--- config.mk ---
export PLATFORM = sky130hd
export DESIGN_NAME = magnetron_ctrl_pwr
export DESIGN_NICKNAME = d
export VERILOG_FILES = /design/src/rtl/magnetron_pkg.sv /design/src/rtl/magnetron_tick_gen.sv /design/src/rtl/magnetron_ctrl_pwr.sv
export SDC_FILE = /design/constraint.sdc
export NUM_CORES = 1
export LEC_CHECK = 0
export CAP_MARGIN = 20
export CORE_UTILIZATION = 57
export CTS_CLUSTER_DIAMETER = 120
export DETAILED_ROUTE_END_ITERATION = 6
export DONT_BUFFER_PORTS = 1
export PLACE_DENSITY_LB_ADDON = 0.1
export SLEW_MARGIN = 40
export SYNTH_ARGS = -nofsm -noshare
export SYNTH_HDL_FRONTEND = slang
export SYNTH_SLANG_ARGS = --single-unit
--- constraint.sdc ---
create_clock -name clk -period 2.8 [get_ports clk]
set_input_delay 0.28 -clock clk [delete_from_list [all_inputs] [get_ports clk]]
set_output_delay 0.28 -clock clk [all_outputs]
set_load 0.01 [all_outputs]
--- src/rtl/magnetron_pkg.sv ---
// Shared types and helpers for the magnetron power controller.
package magnetron_pkg;

  typedef enum logic [2:0] {
    IDLE  = 3'd0,
    READY = 3'd1,
    COOK  = 3'd2,
    PAUSE = 3'd3,
    DONE  = 3'd4
  } mag_state_e;

  // Requested levels beyond the top of the scale run at full power.
  function automatic int unsigned clamp_pwr(input int unsigned level,
                                            input int unsigned max_level);
    return (level > max_level) ? max_level : level;
  endfunction

endpackage

--- src/rtl/magnetron_tick_gen.sv ---
// One-second tick divider: restartable, holds its count while disabled.
module magnetron_tick_gen #(
  parameter int unsigned TICKS_PER_SEC = 50_000_000
) (
  input  logic clk,
  input  logic rst,
  input  logic restart,
  input  logic en,
  output logic tick
);

  localparam int unsigned CNT_W = (TICKS_PER_SEC > 1) ? $clog2(TICKS_PER_SEC) : 1;
  localparam logic [CNT_W-1:0] LAST = CNT_W'(TICKS_PER_SEC - 1);

  logic [CNT_W-1:0] cnt;

  always_ff @(posedge clk) begin
    if (rst || restart) begin
      cnt <= '0;
    end else if (en) begin
      cnt <= (cnt == LAST) ? '0 : cnt + 1'b1;
    end
  end

  assign tick = en && (cnt == LAST);

endmodule

--- src/rtl/magnetron_ctrl_pwr.sv ---
// Magnetron cook controller: button/door FSM, seconds countdown and
// power-level duty cycling over a PWR_LEVELS-second window.
//
//   state | meaning
//   IDLE  | no cook programmed, magnetron off
//   READY | time and power loaded, waiting for start with door closed
//   COOK  | counting down, magnetron follows the duty window
//   PAUSE | cook suspended by door or stop, countdown held
//   DONE  | countdown expired, waiting for any button or door open
module magnetron_ctrl_pwr
  import magnetron_pkg::*;
#(
  parameter int unsigned TICKS_PER_SEC = 50_000_000,
  parameter int unsigned TIME_W        = 12,
  parameter int unsigned PWR_LEVELS    = 10,
  parameter int unsigned PWR_W         = $clog2(PWR_LEVELS + 1)
) (
  input  logic              clk,
  input  logic              rst,
  input  logic              startn,
  input  logic              stopn,
  input  logic              clearn,
  input  logic              door_closed,
  input  logic              load,
  input  logic [TIME_W-1:0] time_in,
  input  logic [PWR_W-1:0]  power_in,
  output logic              mag_on,
  output logic [TIME_W-1:0] remaining,
  output logic [2:0]        state,
  output logic              done
);

  localparam logic [PWR_W-1:0] LAST_POS = PWR_W'(PWR_LEVELS - 1);

  mag_state_e        state_q, state_d;
  logic [TIME_W-1:0] rem_q, rem_d;
  logic [PWR_W-1:0]  pwr_q, pwr_d;
  logic [PWR_W-1:0]  pos_q, pos_d;
  logic              start_q, stop_q;
  logic              mag_q, mag_d;
  logic              done_q, done_d;

  logic              start_ev, stop_ev, door_open, halt;
  logic              tick, tick_restart, tick_en;
  logic [PWR_W-1:0]  pwr_clamped;

  assign start_ev    = start_q && !startn;
  assign stop_ev     = stop_q && !stopn;
  assign door_open   = !door_closed;
  assign halt        = door_open || stop_ev;
  assign pwr_clamped = PWR_W'(clamp_pwr(32'(power_in), PWR_LEVELS));

  magnetron_tick_gen #(
    .TICKS_PER_SEC (TICKS_PER_SEC)
  ) u_tick (
    .clk     (clk),
    .rst     (rst),
    .restart (tick_restart),
    .en      (tick_en),
    .tick    (tick)
  );

  always_ff @(posedge clk) begin
    if (rst) begin
      state_q <= IDLE;
      rem_q   <= '0;
      pwr_q   <= '0;
      pos_q   <= '0;
      start_q <= 1'b1;
      stop_q  <= 1'b1;
      mag_q   <= 1'b0;
      done_q  <= 1'b0;
    end else begin
      state_q <= state_d;
      rem_q   <= rem_d;
      pwr_q   <= pwr_d;
      pos_q   <= pos_d;
      start_q <= startn;
      stop_q  <= stopn;
      mag_q   <= mag_d;
      done_q  <= done_d;
    end
  end

  always_comb begin
    state_d = state_q;
    rem_d   = rem_q;
    pwr_d   = pwr_q;
    pos_d   = pos_q;
    done_d  = 1'b0;
    if (!clearn) begin
      state_d = IDLE;
      rem_d   = '0;
      pwr_d   = '0;
    end else begin
      case (state_q)
        IDLE, READY: begin
          if (load) begin
            if (time_in != '0) begin
              state_d = READY;
              rem_d   = time_in;
              pwr_d   = pwr_clamped;
            end else begin
              state_d = IDLE;
              rem_d   = '0;
            end
          end else if (state_q == READY && start_ev && !stop_ev && door_closed) begin
            state_d = COOK;
            pos_d   = '0;
          end
        end
        COOK: begin
          // A halt in the same cycle as a tick swallows the tick.
          if (halt) begin
            state_d = PAUSE;
          end else if (tick) begin
            if (rem_q <= TIME_W'(1)) begin
              rem_d   = '0;
              state_d = DONE;
              done_d  = 1'b1;
            end else begin
              rem_d = rem_q - TIME_W'(1);
            end
            pos_d = (pos_q == LAST_POS) ? '0 : pos_q + PWR_W'(1);
          end
        end
        PAUSE: begin
          if (stop_ev) begin
            state_d = IDLE;
            rem_d   = '0;
          end else if (start_ev && door_closed) begin
            state_d = COOK;
          end
        end
        DONE: begin
          if (stop_ev || start_ev || door_open) begin
            state_d = IDLE;
          end
        end
        default: begin
          state_d = IDLE;
          rem_d   = '0;
        end
      endcase
    end
  end

  always_comb begin
    tick_en      = (state_q == COOK) && clearn && !halt;
    tick_restart = (state_q != COOK) && (state_d == COOK);
    // door_closed term keeps the drive off even if the FSM were to misbehave.
    mag_d        = (state_d == COOK) && door_closed && (pos_d < pwr_d);
  end

  assign mag_on    = mag_q;
  assign remaining = rem_q;
  assign state     = state_q;
  assign done      = done_q;

endmodule

* Word level (Yosys, flattened, before mapping)
Index checks and enable logic that the tools add are counted.
Operators by class: add/sub/neg operators 3, magnitude comparators 3, equality and inequality tests 12, muxes and demuxes 32, bitwise logic cells 4, reductions and logical operators 27
Operators by type and width (count):
- 12-bit 2-to-1 mux | 6
- 12-bit one-hot mux with 4 select lines | 1
- 4-bit 2-to-1 mux | 11
- 3-bit 2-to-1 mux | 9
- 26-bit by 1-bit adder with 26-bit output (second input constant) | 1
- 26-bit == test (second input constant) | 1
- 26-bit 2-to-1 mux | 1
- 12-bit by 1-bit less-or-equal comparator with 1-bit output (second input constant) | 1
- 1-bit logical AND | 12
- 3-bit one-hot mux with 4 select lines | 1
- 12-bit nonzero test | 1
- 12-bit by 1-bit subtractor with 12-bit output (second input constant) | 1
- 3-bit by 2-bit == test with 1-bit output (second input constant) | 3
- 2-bit inequality test (second input constant) | 4
- 4-bit one-hot mux with 2 select lines | 1
- 1-bit logical NOT | 5
- 5-bit AND reduction | 1
- 5-bit OR reduction | 1
- 4-bit by 1-bit adder with 4-bit output (second input constant) | 1
- 4-bit == test (second input constant) | 1
- 4-bit greater-than comparator (second input constant) | 1
- 1-bit logical OR | 4
- 4-bit < comparator | 1
- 1-bit inverter | 4
- 6 further kinds | 8
Storage, ports and cells: flip-flop bits (word level) 53, bits of input ports 23, output and inout port bits 17, logic and storage cells 90

* Logic depth before layout (Yosys ltp)
Gate-level depths: netlist (run 1).
depth in word-level cells 13, mapped depth 13, depth with buffers taken out 11

* Hierarchy
A second synthesis (run 1) with hierarchy kept.
Second synthesis, totals: cell total of the unflattened synthesis 388, area total of the unflattened synthesis 3140.5 um2
By module, submodules not included:
- magnetron_ctrl_pwr | instances 1, cells an instance 227, area each 1801.7 um2, sequential area each 540.5 um2
- magnetron_tick_gen | instances 1, cells an instance 161, area each 1338.8 um2, sequential area each 520.5 um2

* Worst setup path before layout (run 1)
Ideal clock, no wire load.
path type register to register, start reg state_q[1] (netlist: state[1]), end reg mag_q (netlist: mag_on), library setup time 64 ps, data arrival time 2721 ps, data required time 2736 ps, setup slack 15 ps, cell stages (with the launch flop) 12, path buffers 3, period minus slack after synthesis 2785 ps, cell sequence dfxtp_1 > buf_2 > or3b_1 > buf_2 > nor3_2 > buf_2 > and3_2 > a221o_1 > ha_1 > a2111oi_0 > nand4b_1 > nor2_1
On the way: elaborated cells on any way between the ends 34, those cells by class order compare (1); eq/ne (5); mux (18); reduce/logical (10)
RTL lines:
- start, declared | line magnetron_ctrl_pwr.sv:35 | mag_state_e state_q, state_d;
- start signal, assigned | line magnetron_ctrl_pwr.sv:74 | state_q <= state_d;
- 3-bit by 2-bit == test with 1-bit output / 3-bit by 1-bit == test with 1-bit output (equally long branches) | line magnetron_ctrl_pwr.sv:96, magnetron_ctrl_pwr.sv:149, magnetron_ctrl_pwr.sv:107
- 1-bit logical AND (on tied branches) (2 in a row) | line magnetron_ctrl_pwr.sv:149, magnetron_ctrl_pwr.sv:107
- 1-bit logical AND (on tied branches) | line magnetron_tick_gen.sv:25, magnetron_ctrl_pwr.sv:107
- 4-bit 2-to-1 mux (on tied branches) | line magnetron_ctrl_pwr.sv:116, magnetron_ctrl_pwr.sv:107
- 4-bit 2-to-1 mux (on tied branches) | line magnetron_ctrl_pwr.sv:114, magnetron_ctrl_pwr.sv:98
- 4-bit one-hot mux with 2 select lines (*) | line magnetron_ctrl_pwr.sv:96 | case (state_q)
- 4-bit 2-to-1 mux (*) | line magnetron_ctrl_pwr.sv:91 | if (!clearn) begin
- via pos_d[3] | line magnetron_ctrl_pwr.sv:38 | logic [PWR_W-1:0] pos_q, pos_d;
- 4-bit < comparator (*) | line magnetron_ctrl_pwr.sv:152 | mag_d = (state_d == COOK) && door_closed && (pos_d < pwr_d);
- 1-bit logical AND (*) | line magnetron_ctrl_pwr.sv:152
- end signal, assigned | line magnetron_ctrl_pwr.sv:80 | mag_q <= mag_d;
- end, declared | line magnetron_ctrl_pwr.sv:40 | logic mag_q, mag_d;
Mark *: on every way through the listed nets, which the timed path passes. The rest lies on a longest branch. A chain may end at the register's enable or synchronous reset.

* Worst setup path after layout (run 1)
start reg u_tick.cnt[16], end reg mag_q (netlist: mag_on)
On the way: elaborated cells on any way between the ends 14, those cells by class order compare (1); eq/ne (2); mux (8); reduce/logical (3)
RTL lines:
- start, declared | line magnetron_tick_gen.sv:15 | logic [CNT_W-1:0] cnt;
- start signal, assigned | line magnetron_tick_gen.sv:21 | cnt <= (cnt == LAST) ? '0 : cnt + 1'b1;
- 26-bit == test | line magnetron_tick_gen.sv:25 | assign tick = en && (cnt == LAST);
- 1-bit logical AND | line magnetron_tick_gen.sv:25
- 4-bit 2-to-1 mux | line magnetron_ctrl_pwr.sv:116 | end else if (tick) begin
- 4-bit 2-to-1 mux | line magnetron_ctrl_pwr.sv:114 | if (halt) begin
- 4-bit one-hot mux with 2 select lines | line magnetron_ctrl_pwr.sv:96
- 4-bit 2-to-1 mux | line magnetron_ctrl_pwr.sv:91
- via pos_d[1] | line magnetron_ctrl_pwr.sv:38
- 4-bit < comparator | line magnetron_ctrl_pwr.sv:152
- 1-bit logical AND | line magnetron_ctrl_pwr.sv:152
The timed path passes the listed nets, and every way through them passes these cells.

==> results of run 1 <==
-- sequential cells by signal, summed over array words and instances, names as in the netlist --
| register | cells |
|---|---|
| mag_on | 1 |
| u_tick.cnt | 26 |
| stop_q | 1 |
| done | 1 |
| start_q | 1 |
| remaining | 12 |
| pos_q | 4 |
| state | 3 |
| pwr_q | 4 |
-- repair_timing --
| item | in CTS | in global routing |
|---|---|---|
| endpoints found under the setup margin | 1 | 1 |
| gates resized for setup | 3 | 6 |
| setup buffers | 0 | 1 |
| pin swaps | 0 | 1 |
| hold buffers | 0 | 0 |
| endpoints found under the hold margin | 0 | 0 |
-- metrics by stage --
stage	power [uW]	cells	setup slack, ps
2_1_floorplan	899	377	14.7
3_3_place_gp	922	450	93.0
5_1_grt	1420	459	1.95
3_5_place_dp	924	450	-12.0
6_report	1370	459	147
4_1_cts	1380	458	3.92
-- Yosys cell counts (4+ instances only) --
cell type / number / area [sq um]
xnor2_1: 8 / 70.1
nand2b_1: 4 / 25.0
inv_1: 8 / 30.0
a31oi_1: 5 / 31.3
dfxtp_1: 53 / 1060
nand2_1: 32 / 120
nor2b_1: 7 / 43.8
a211oi_1: 4 / 30.0
nor3_1: 20 / 100
mux2i_1: 4 / 40.0
buf_2: 6 / 30.0
a22oi_1: 4 / 30.0
o211ai_1: 5 / 37.5
ha_1: 8 / 100
o21ai_0: 11 / 55.1
a21oi_1: 19 / 95.1
nand4_1: 14 / 87.6
xor2_1: 15 / 131
nand3_1: 15 / 75.1
nor2_1: 34 / 128
nor2_2: 22 / 138
clkbuf_1: 6 / 22.5
-- where the power goes --
| group | internal (uW) | switching [uW] | total [uW] |
|---|---|---|---|
| Clock | 183 | 271 | 454 |
| Combinational | 53.3 | 80.8 | 134 |
| Sequential | 764 | 14.2 | 778 |
-- critical path: stages, from the launching register on --
cell and delay (ps):
dfxtp_2 340, or4b_4 540, nor4_4 300, buf_4 180, nand3_4 100, or3_2 480, nand2_1 90, ha_1 220
o211ai_1 190, a31oi_1 60, nor2_1 90
-- worst paths after layout --
path / from / end
worst max-delay path: u_tick.cnt[16] / mag_on
worst min-delay path: rst / pos_q[0]
worst max register to register: u_tick.cnt[16] / mag_on
worst min register to register: u_tick.cnt[1] / u_tick.cnt[1]
-- final cells by class --
class	instances	area share (%)
Multi-Input combinational cell	301	58.4
Sequential cell	53	30.9
Timing Repair Buffer	19	4.51
Tap cell	70	2.55
Clock buffer	5	2.00
Inverter	8	0.873
Clock inverter	3	0.764
-- placed cells by master, fill, tap and decap left out, types with 4 or more instances in the layout --
cell and instances:
dfxtp_1 52, nor2_1 34, nand2_1 32, nor2_2 22, nor3_1 20, a21oi_1 19
buf_4 18, nand3_1 15, xor2_1 15, nand4_1 14, o21ai_0 10, inv_1 8
xnor2_1 8, nor2b_1 7, ha_1 7, a31oi_1 5, o211ai_1 5, clkbuf_8 5
nand2b_1 4, mux2i_1 4, a22oi_1 4, a211oi_1 4
-- routing by layer --
metal  vias to the layer above  global-route usage (%)  share of wire (%)
met4                         0                    9.23                1.3
met3                        10                    5.51                4.9
met1                      1340                    35.4                 45
met2                        72                    45.4                 48
li1                       1400                       -                  -
met5                         -                       0                  0
-- kinds of logic after synthesis --
| family | Yosys count |
|---|---|
| and+or+nand+nor | 188 |
| AOI/OAI and AO/OA | 76 |
| DFF | 53 |
| xor gates and xnor gates | 23 |
| buffers and inverters | 23 |
| adders and majority gates | 8 |
| muxes | 6 |
==> impl_metrics.py, run 1 <==
metrics = {
    "outcome": {
        "status": "completed",
    },
    "layout": {
        "regArea_sq_mm": 0.00106,
        "fin_area_sq_mm": 0.00344,
        "antennaDiodeCount": 0,
        "layout.nets": 419,
        "finalCoreUtilization_pct": 66.1,
        "fillers": 451,
        "multi_input_area_sq_mm": 0.00201,
        "drive_above_1_share_pct": 19.8,
        "area_delta_synth_final_pct": 9.39,
    },
    "clock_network": {
        "cts_buffers": 5,
        "clk_pin_slew_ps": 100,
        "h-tree-depth": 2,
        "clockBufferDepth": 2,
        "clockRootBuffer": "clkbuf_8",
        "cts_sinks": 53,
        "clk_latency_ps": 310,
        "cts_tree": "done",
    },
    "logic_synthesis": {
        "syn_avg_cell_area_sq_um": 8.34,
        "synth-compound-area-share_pct": 17.2,
        "synthAdderAreaFrac_pct": 3.18,
        "synth_top_family_by_area": "simple AND/OR/NAND/NOR gates",
        "synth.area.mux_share_pct": 1.99,
        "ys_ff_latch": 53,
        "synthesis.area_sq_mm": 0.00314,
        "yosysWarnings": 0,
        "synth_edf_count": 0,
        "seq_area_frac_synth_pct": 33.8,
        "synthFlopType": "dfxtp_1",
        "synthCells": 377,
        "synth-simple-area-share_pct": 33.8,
        "ys_async_sr_fraction_pct": 0,
        "yosys.area_share.xor_xnor_pct": 6.41,
        "synth_cell_types": 66,
        "syn_nets": 408,
    },
    "timing": {
        "skew_ps": 7.61,
        "finalSetupTns_ps": 0,
        "fin_hold_ws_ps": 23.1,
        "tightest_slew_ps": 749,
        "maxSlewHeadroom_pct": 49.6,
        "setup_viol": 0,
        "hold_viol_final": 0,
        "max_freq_mhz": 377,
        "period_needed_ps": 2650,
        "finalCritPeriodShare_pct": 94.7,
        "rsz0062_at_grt": "no",
        "finalMaxSlewViolations": 0,
    },
    "global_routing": {
        "overflow": 0,
        "grt.total_usage_pct": 27.4,
        "grt_pass1_wl_microns": 13000,
        "grt_max_degree": 21,
        "antenna_found_initial": 0,
        "grt_pass1_vias": 2723,
    },
    "detailed_routing": {
        "drtIter0Drc": 176,
        "via_per_inst": 6.15,
        "drcViolationCount": 0,
        "ant_nets": 0,
        "dr_total_vias": 2822,
        "finalWirelength_microns": 7640,
        "first_pass_iters": 4,
        "wl_per_cell_microns": 16.6,
    },
    "placed_design": {
        "portBuffers": 0,
        "dpl.hpwl_microns": 5700,
        "dpl_cell_area_sq_mm": 0.00329,
        "gp_congestion": 0.862,
    },
    "floorplan": {
        "ioPinCount": 40,
        "start_util_pct": 60.4,
        "die_x_microns": 76.3,
        "die_area_sq_mm": 0.00581,
        "die_h_microns": 76.3,
        "core-area_sq_mm": 0.00520,
        "num_rows": 26,
    },
    "setup_path": {
        "worstSetupStartpointType": "flop",
        "path_max_fanout": 4,
        "worstPathRequired_ps": 3050,
        "cp_data_arrival_time_ps": 2910,
        "r2r_cells": 10,
        "end_kind": "flop",
        "reg2reg_slack_ps": 150,
        "critical_path_class": "reg -> reg",
    },
    "power_and_ir_drop": {
        "power_density_mw_per_mm2": 397,
        "peakVddDrop_mv": 0.243,
        "p_leak_uw": 0.00120,
    },
    "run": {
        "cap_violations": 0,
    },
    "min_path": {
        "hold_class": "in -> reg",
        "holdPathStages": 1,
    },
}
No activity file was read; power rests on OpenSTA's default activity.
==> run 2: changes to the inputs <==
--- a/config.mk
+++ b/config.mk
@@ -10,7 +10,7 @@
 export CTS_CLUSTER_DIAMETER = 120
 export DETAILED_ROUTE_END_ITERATION = 6
 export DONT_BUFFER_PORTS = 1
-export PLACE_DENSITY_LB_ADDON = 0.1
+export PLACE_DENSITY = 0.77
 export SLEW_MARGIN = 40
 export SYNTH_ARGS = -nofsm -noshare
 export SYNTH_HDL_FRONTEND = slang
==> impl_metrics.py, run 2 (synthesis gave the netlist of run 1 again) <==
metrics = {
    "detailed_routing": {
        "ant_nets": 0,
        "via_per_inst": 6.27,
        "dr_total_vias": 2878,
        "first_pass_iters": 5,
        "drtIter0Drc": 215,
        "finalWirelength_microns": 7880,
        "drcViolationCount": 0,
        "wl_per_cell_microns": 17.2,
    },
    "placed_design": {
        "dpl_cell_area_sq_mm": 0.00329,
        "dpl.hpwl_microns": 5770,
        "portBuffers": 0,
        "gp_congestion": 0.902,
        "preCtsSetupSlack_ps": -50.7,
        "placed_cells": 450,
    },
    "layout": {
        "top_register": "u_tick.cnt",
        "antennaDiodeCount": 0,
        "layout.nets": 419,
        "area_delta_synth_final_pct": 10.5,
        "layout_commonest_cell": "dfxtp_1",
        "largest_register_ffs": 26,
        "fin_area_sq_mm": 0.00347,
        "layout_common_cells": "53 x dfxtp_1, 34 x nor2_1, 32 x nand2_1",
        "final_cells": 459,
        "drive_above_1_share_pct": 19.3,
    },
    "power_and_ir_drop": {
        "power_density_mw_per_mm2": 444,
        "p_leak_uw": 0.00122,
        "peakVddDrop_mv": 0.271,
        "finalPower_uw": 1540,
    },
    "global_routing": {
        "overflow": 0,
        "grt_pass1_vias": 2713,
        "antenna_found_initial": 0,
        "grt.total_usage_pct": 27.8,
        "grt_pass1_wl_microns": 13000,
        "grt_max_degree": 21,
    },
    "timing": {
        "hold_viol_final": 0,
        "finalCritPeriodShare_pct": 95.9,
        "finalMaxSlewViolations": 0,
        "setup_ws_ps": 114,
        "max_freq_mhz": 372,
        "setup_viol": 0,
        "tightest_slew_ps": 733,
        "period_needed_ps": 2690,
        "skew_ps": 11.3,
        "maxSlewHeadroom_pct": 50.7,
    },
    "floorplan": {
        "ioPinCount": 40,
        "num_rows": 26,
        "start_util_pct": 60.4,
        "core-area_sq_mm": 0.00520,
        "die_x_microns": 76.3,
        "die_area_sq_mm": 0.00581,
        "die_h_microns": 76.3,
    },
    "setup_path": {
        "end_kind": "flop",
        "reg2reg_slack_ps": 110,
        "worstPathRequired_ps": 3060,
        "cp_data_arrival_time_ps": 2940,
        "path_max_fanout": 3,
        "r2r_end": "mag_on",
        "critical_path_class": "reg -> reg",
        "crit_chain": "or4b_4, nor4_4, and2_4, a31oi_1, a221o_1, ha_4, a2111oi_4, nand4b_1, nor2_1",
        "crit_start": "u_tick.cnt[18]",
        "crit_path_top_delay_cell": "or4b_4",
        "regToRegStartpoint": "u_tick.cnt[18]",
        "worstSetupStartpointType": "flop",
        "r2r_cells": 9,
        "slowest_delay_ps": 540,
    },
    "clock_network": {
        "postCtsHoldBufs": 0,
        "cts_sinks": 53,
        "clk_pin_slew_ps": 100,
        "clockBufferDepth": 2,
        "clk_latency_ps": 320,
        "cts_tree": "done",
        "clockRootBuffer": "clkbuf_8",
        "cts_buffers": 5,
        "h-tree-depth": 2,
    },
    "min_path": {
        "hold_start": "rst",
        "hold_class": "in -> reg",
        "holdPathStages": 1,
        "hold_end": "u_tick.cnt[1]",
    },
    "outcome": {
        "status": "completed",
    },
    "run": {
        "cap_violations": 0,
    },
}
## run 2: cell count changes in the layout (fill, tap and decap cells not counted), sizes merged
cell	previous run	this run
clkinv	2	0
bufinv	0	2
## run 2: per-layer routing
metal  global-route usage [%]  wire, microns  vias to the layer above  part of all wire, %
met1                     35.7           3330                     1353                   42
met5                        0              0                        -                    0
met2                     45.6           3870                      117                   49
met4                     9.81            107                        0                  1.4
met3                     6.11            569                       11                  7.2
li1                         -              -                     1397                    -
## run 2: critical path, delay by kind of cell, from the launching register on
kind	cells	cell delay, ps
simple gates	5	1290
fa+ha+maj	1	240
flops	1	330
compound gates	3	750
## run 2: how the worst max path moves through the flow
| stage | to |
|---|---|
| final | mag_on |
| after global routing | mag_on |
| after CTS | mag_on |
| after detailed placement | mag_on |
| after global placement | mag_on |
| after floorplan | mag_on |
## run 2: metrics by stage
stage	utilization, %	TNS, ps	hold WS [ps]
2_1_floorplan	-	0	387
3_3_place_gp	63.2	0	354
3_5_place_dp	63.2	-50.7	353
4_1_cts	66.0	0	14.4
5_1_grt	66.7	-1.50	2.01
6_report	66.7	0	15.1
## run 2: area by class of cell
cell class / count / area, sq um
repair buffers: 19 / 155
well taps: 70 / 87.6
clock inverters: 3 / 68.8
inverters: 8 / 30.0
multi-input cells: 301 / 2000
fillers: 455 / 1730
flip-flops and latches: 53 / 1060
clock buffers: 5 / 68.8
## run 2: repair_timing
item	4_1_cts	5_1_grt
gates resized for setup	2	5
setup endpoints to repair	1	1
buffers inserted	0	1
pin swaps	0	1
## run 2: where the power goes
part	internal [uW]	switching [uW]	leakage [uW]	total, uW
Clock	360	273	0.0000687	633
Sequential	764	13.9	0.000429	777
Combinational	50.5	81.6	0.000722	132
==> run 3: changes to the inputs <==
--- a/config.mk
+++ b/config.mk
@@ -11,7 +11,8 @@
 export DETAILED_ROUTE_END_ITERATION = 6
 export DONT_BUFFER_PORTS = 1
 export PLACE_DENSITY = 0.77
-export SLEW_MARGIN = 40
+export REMOVE_ABC_BUFFERS = 1
+export SLEW_MARGIN = 10
 export SYNTH_ARGS = -nofsm -noshare
 export SYNTH_HDL_FRONTEND = slang
 export SYNTH_SLANG_ARGS = --single-unit
==> impl_metrics.py, run 3 (synthesis gave the netlist of run 1 again) <==
metrics = {
    "outcome": {
        "status": "completed",
    },
    "floorplan": {
        "die_h_microns": 76.3,
        "start_util_pct": 60.4,
        "core-area_sq_mm": 0.00520,
        "die_x_microns": 76.3,
        "ioPinCount": 40,
        "num_rows": 26,
        "die_area_sq_mm": 0.00581,
    },
    "detailed_routing": {
        "ant_nets": 0,
        "first_pass_iters": 4,
        "via_per_inst": 6.21,
        "finalWirelength_microns": 7420,
        "drtIter0Drc": 205,
        "drcViolationCount": 0,
        "dr_total_vias": 2840,
        "wl_per_cell_microns": 16.2,
    },
    "layout": {
        "antennaDiodeCount": 0,
        "layout_commonest_cell": "dfxtp_1",
        "fin_area_sq_mm": 0.00345,
        "drive_above_1_share_pct": 19.4,
        "layout_common_cells": "53 x dfxtp_1, 34 x nor2_1, 32 x nand2_1",
        "finalCoreUtilization_pct": 66.3,
        "top_register": "u_tick.cnt",
        "area_delta_synth_final_pct": 9.87,
        "largest_register_ffs": 26,
        "fillers": 459,
        "layout.nets": 417,
    },
    "clock_network": {
        "clockRootBuffer": "clkbuf_8",
        "clockBufferDepth": 2,
        "clk_pin_slew_ps": 100,
        "cts_tree": "done",
        "cts_sinks": 53,
        "clk_latency_ps": 310,
        "postCtsHoldBufs": 0,
        "h-tree-depth": 2,
        "cts_buffers": 5,
    },
    "setup_path": {
        "r2r_end": "mag_on",
        "path_depth": 11,
        "crit_path_top_delay_cell": "or4b_4",
        "slowest_delay_ps": 540,
        "worstSetupStartpointType": "flop",
        "path_max_fanout": 3,
        "worstPathRequired_ps": 3040,
        "reg2reg_slack_ps": 70,
        "r2r_cells": 11,
        "critical_path_class": "reg -> reg",
        "cp_top_family": "simple AND/OR/NAND/NOR gates",
        "crit_start": "u_tick.cnt[18]",
        "end_kind": "flop",
        "crit_buf_inv": 1,
        "cp-endpoint": "mag_on",
        "cp_data_arrival_time_ps": 2970,
        "crit_chain": "or4b_4, nor4_4, and2_4, buf_4, nand3_1, a21oi_2, a21oi_1, ha_1, a2111oi_4, nand4b_1, nor2_1",
        "regToRegStartpoint": "u_tick.cnt[18]",
    },
    "power_and_ir_drop": {
        "p_leak_uw": 0.00120,
        "power_density_mw_per_mm2": 413,
        "peakVddDrop_mv": 0.213,
        "finalPower_uw": 1430,
    },
    "placed_design": {
        "dpl_cell_area_sq_mm": 0.00328,
        "dpl.hpwl_microns": 5290,
        "preCtsSetupSlack_ps": -66.6,
        "portBuffers": 0,
        "gp_congestion": 0.897,
    },
    "global_routing": {
        "grt_pass1_wl_microns": 12600,
        "grt.total_usage_pct": 26.5,
        "overflow": 0,
        "antenna_found_initial": 0,
        "grt_max_degree": 21,
        "grt_pass1_vias": 2750,
    },
    "timing": {
        "finalMaxSlewViolations": 0,
        "tightest_slew_ps": 739,
        "period_needed_ps": 2730,
        "max_freq_mhz": 367,
        "setup_viol": 0,
        "maxSlewHeadroom_pct": 50.3,
        "finalCritPeriodShare_pct": 97.4,
        "hold_viol_final": 0,
        "skew_ps": 11.4,
        "setup_ws_ps": 72.5,
    },
    "min_path": {
        "hold_class": "in -> reg",
    },
    "run": {
        "cap_violations": 0,
    },
}
run 3: final cells by class:
| cell class | count | area (sq um) | share of cell area (%) |
|---|---|---|---|
| flip-flops and latches | 53 | 1060 | 30.7 |
| repair buffers | 17 | 140 | 4.06 |
| inverters | 8 | 30.0 | 0.870 |
| clock buffers | 6 | 72.6 | 2.10 |
| well taps | 70 | 87.6 | 2.54 |
| clock inverters | 2 | 38.8 | 1.12 |
| multi-input cells | 301 | 2020 | 58.6 |
run 3: per-layer routing:
| layer | part of all wire, % | vias to the layer above | routed length (microns) | global-route usage, % |
|---|---|---|---|---|
| li1 | - | 1392 | - | - |
| met1 | 47 | 1351 | 3460 | 34.0 |
| met2 | 46 | 83 | 3430 | 43.1 |
| met3 | 5.2 | 14 | 386 | 6.35 |
| met4 | 1.9 | 0 | 139 | 9.81 |
| met5 | 0 | - | 0 | 0 |
run 3: stage by stage:
step / setup TNS [ps] / hold slack, ps / std cells
finish: 0 / 31.9 / 457
global route: -13.3 / 21.0 / 457
CTS: 0 / 27.9 / 457
detailed placement: -66.6 / 357 / 448
global placement: 0 / 355 / 448
floorplan: -35.3 / 349 / 362
run 3: worst min-delay path by stage:
stage | start | to | slack [ps] | depth (start not counted)
after floorplan | rst | pos_q[1] | 350 | 1
after global placement | rst | pwr_q[1] | 360 | 1
after detailed placement | rst | pwr_q[1] | 360 | 1
after CTS | rst | state[2] | 30 | 1
after global routing | rst | state[2] | 20 | 1
final | rst | state[2] | 30 | 1
run 3: repair_timing:
item / 4_1_cts / 5_1_grt
pin swaps: 3 / 3
buffers inserted: 1 / 0
gates resized for setup: 4 / 8
hold endpoints to repair: 0 / 0
endpoints found under the setup margin: 1 / 1
run 3: power by group:
group	switching [uW]	internal, uW
registers	14.4	763
logic	79.6	51.1
clock network	250	269
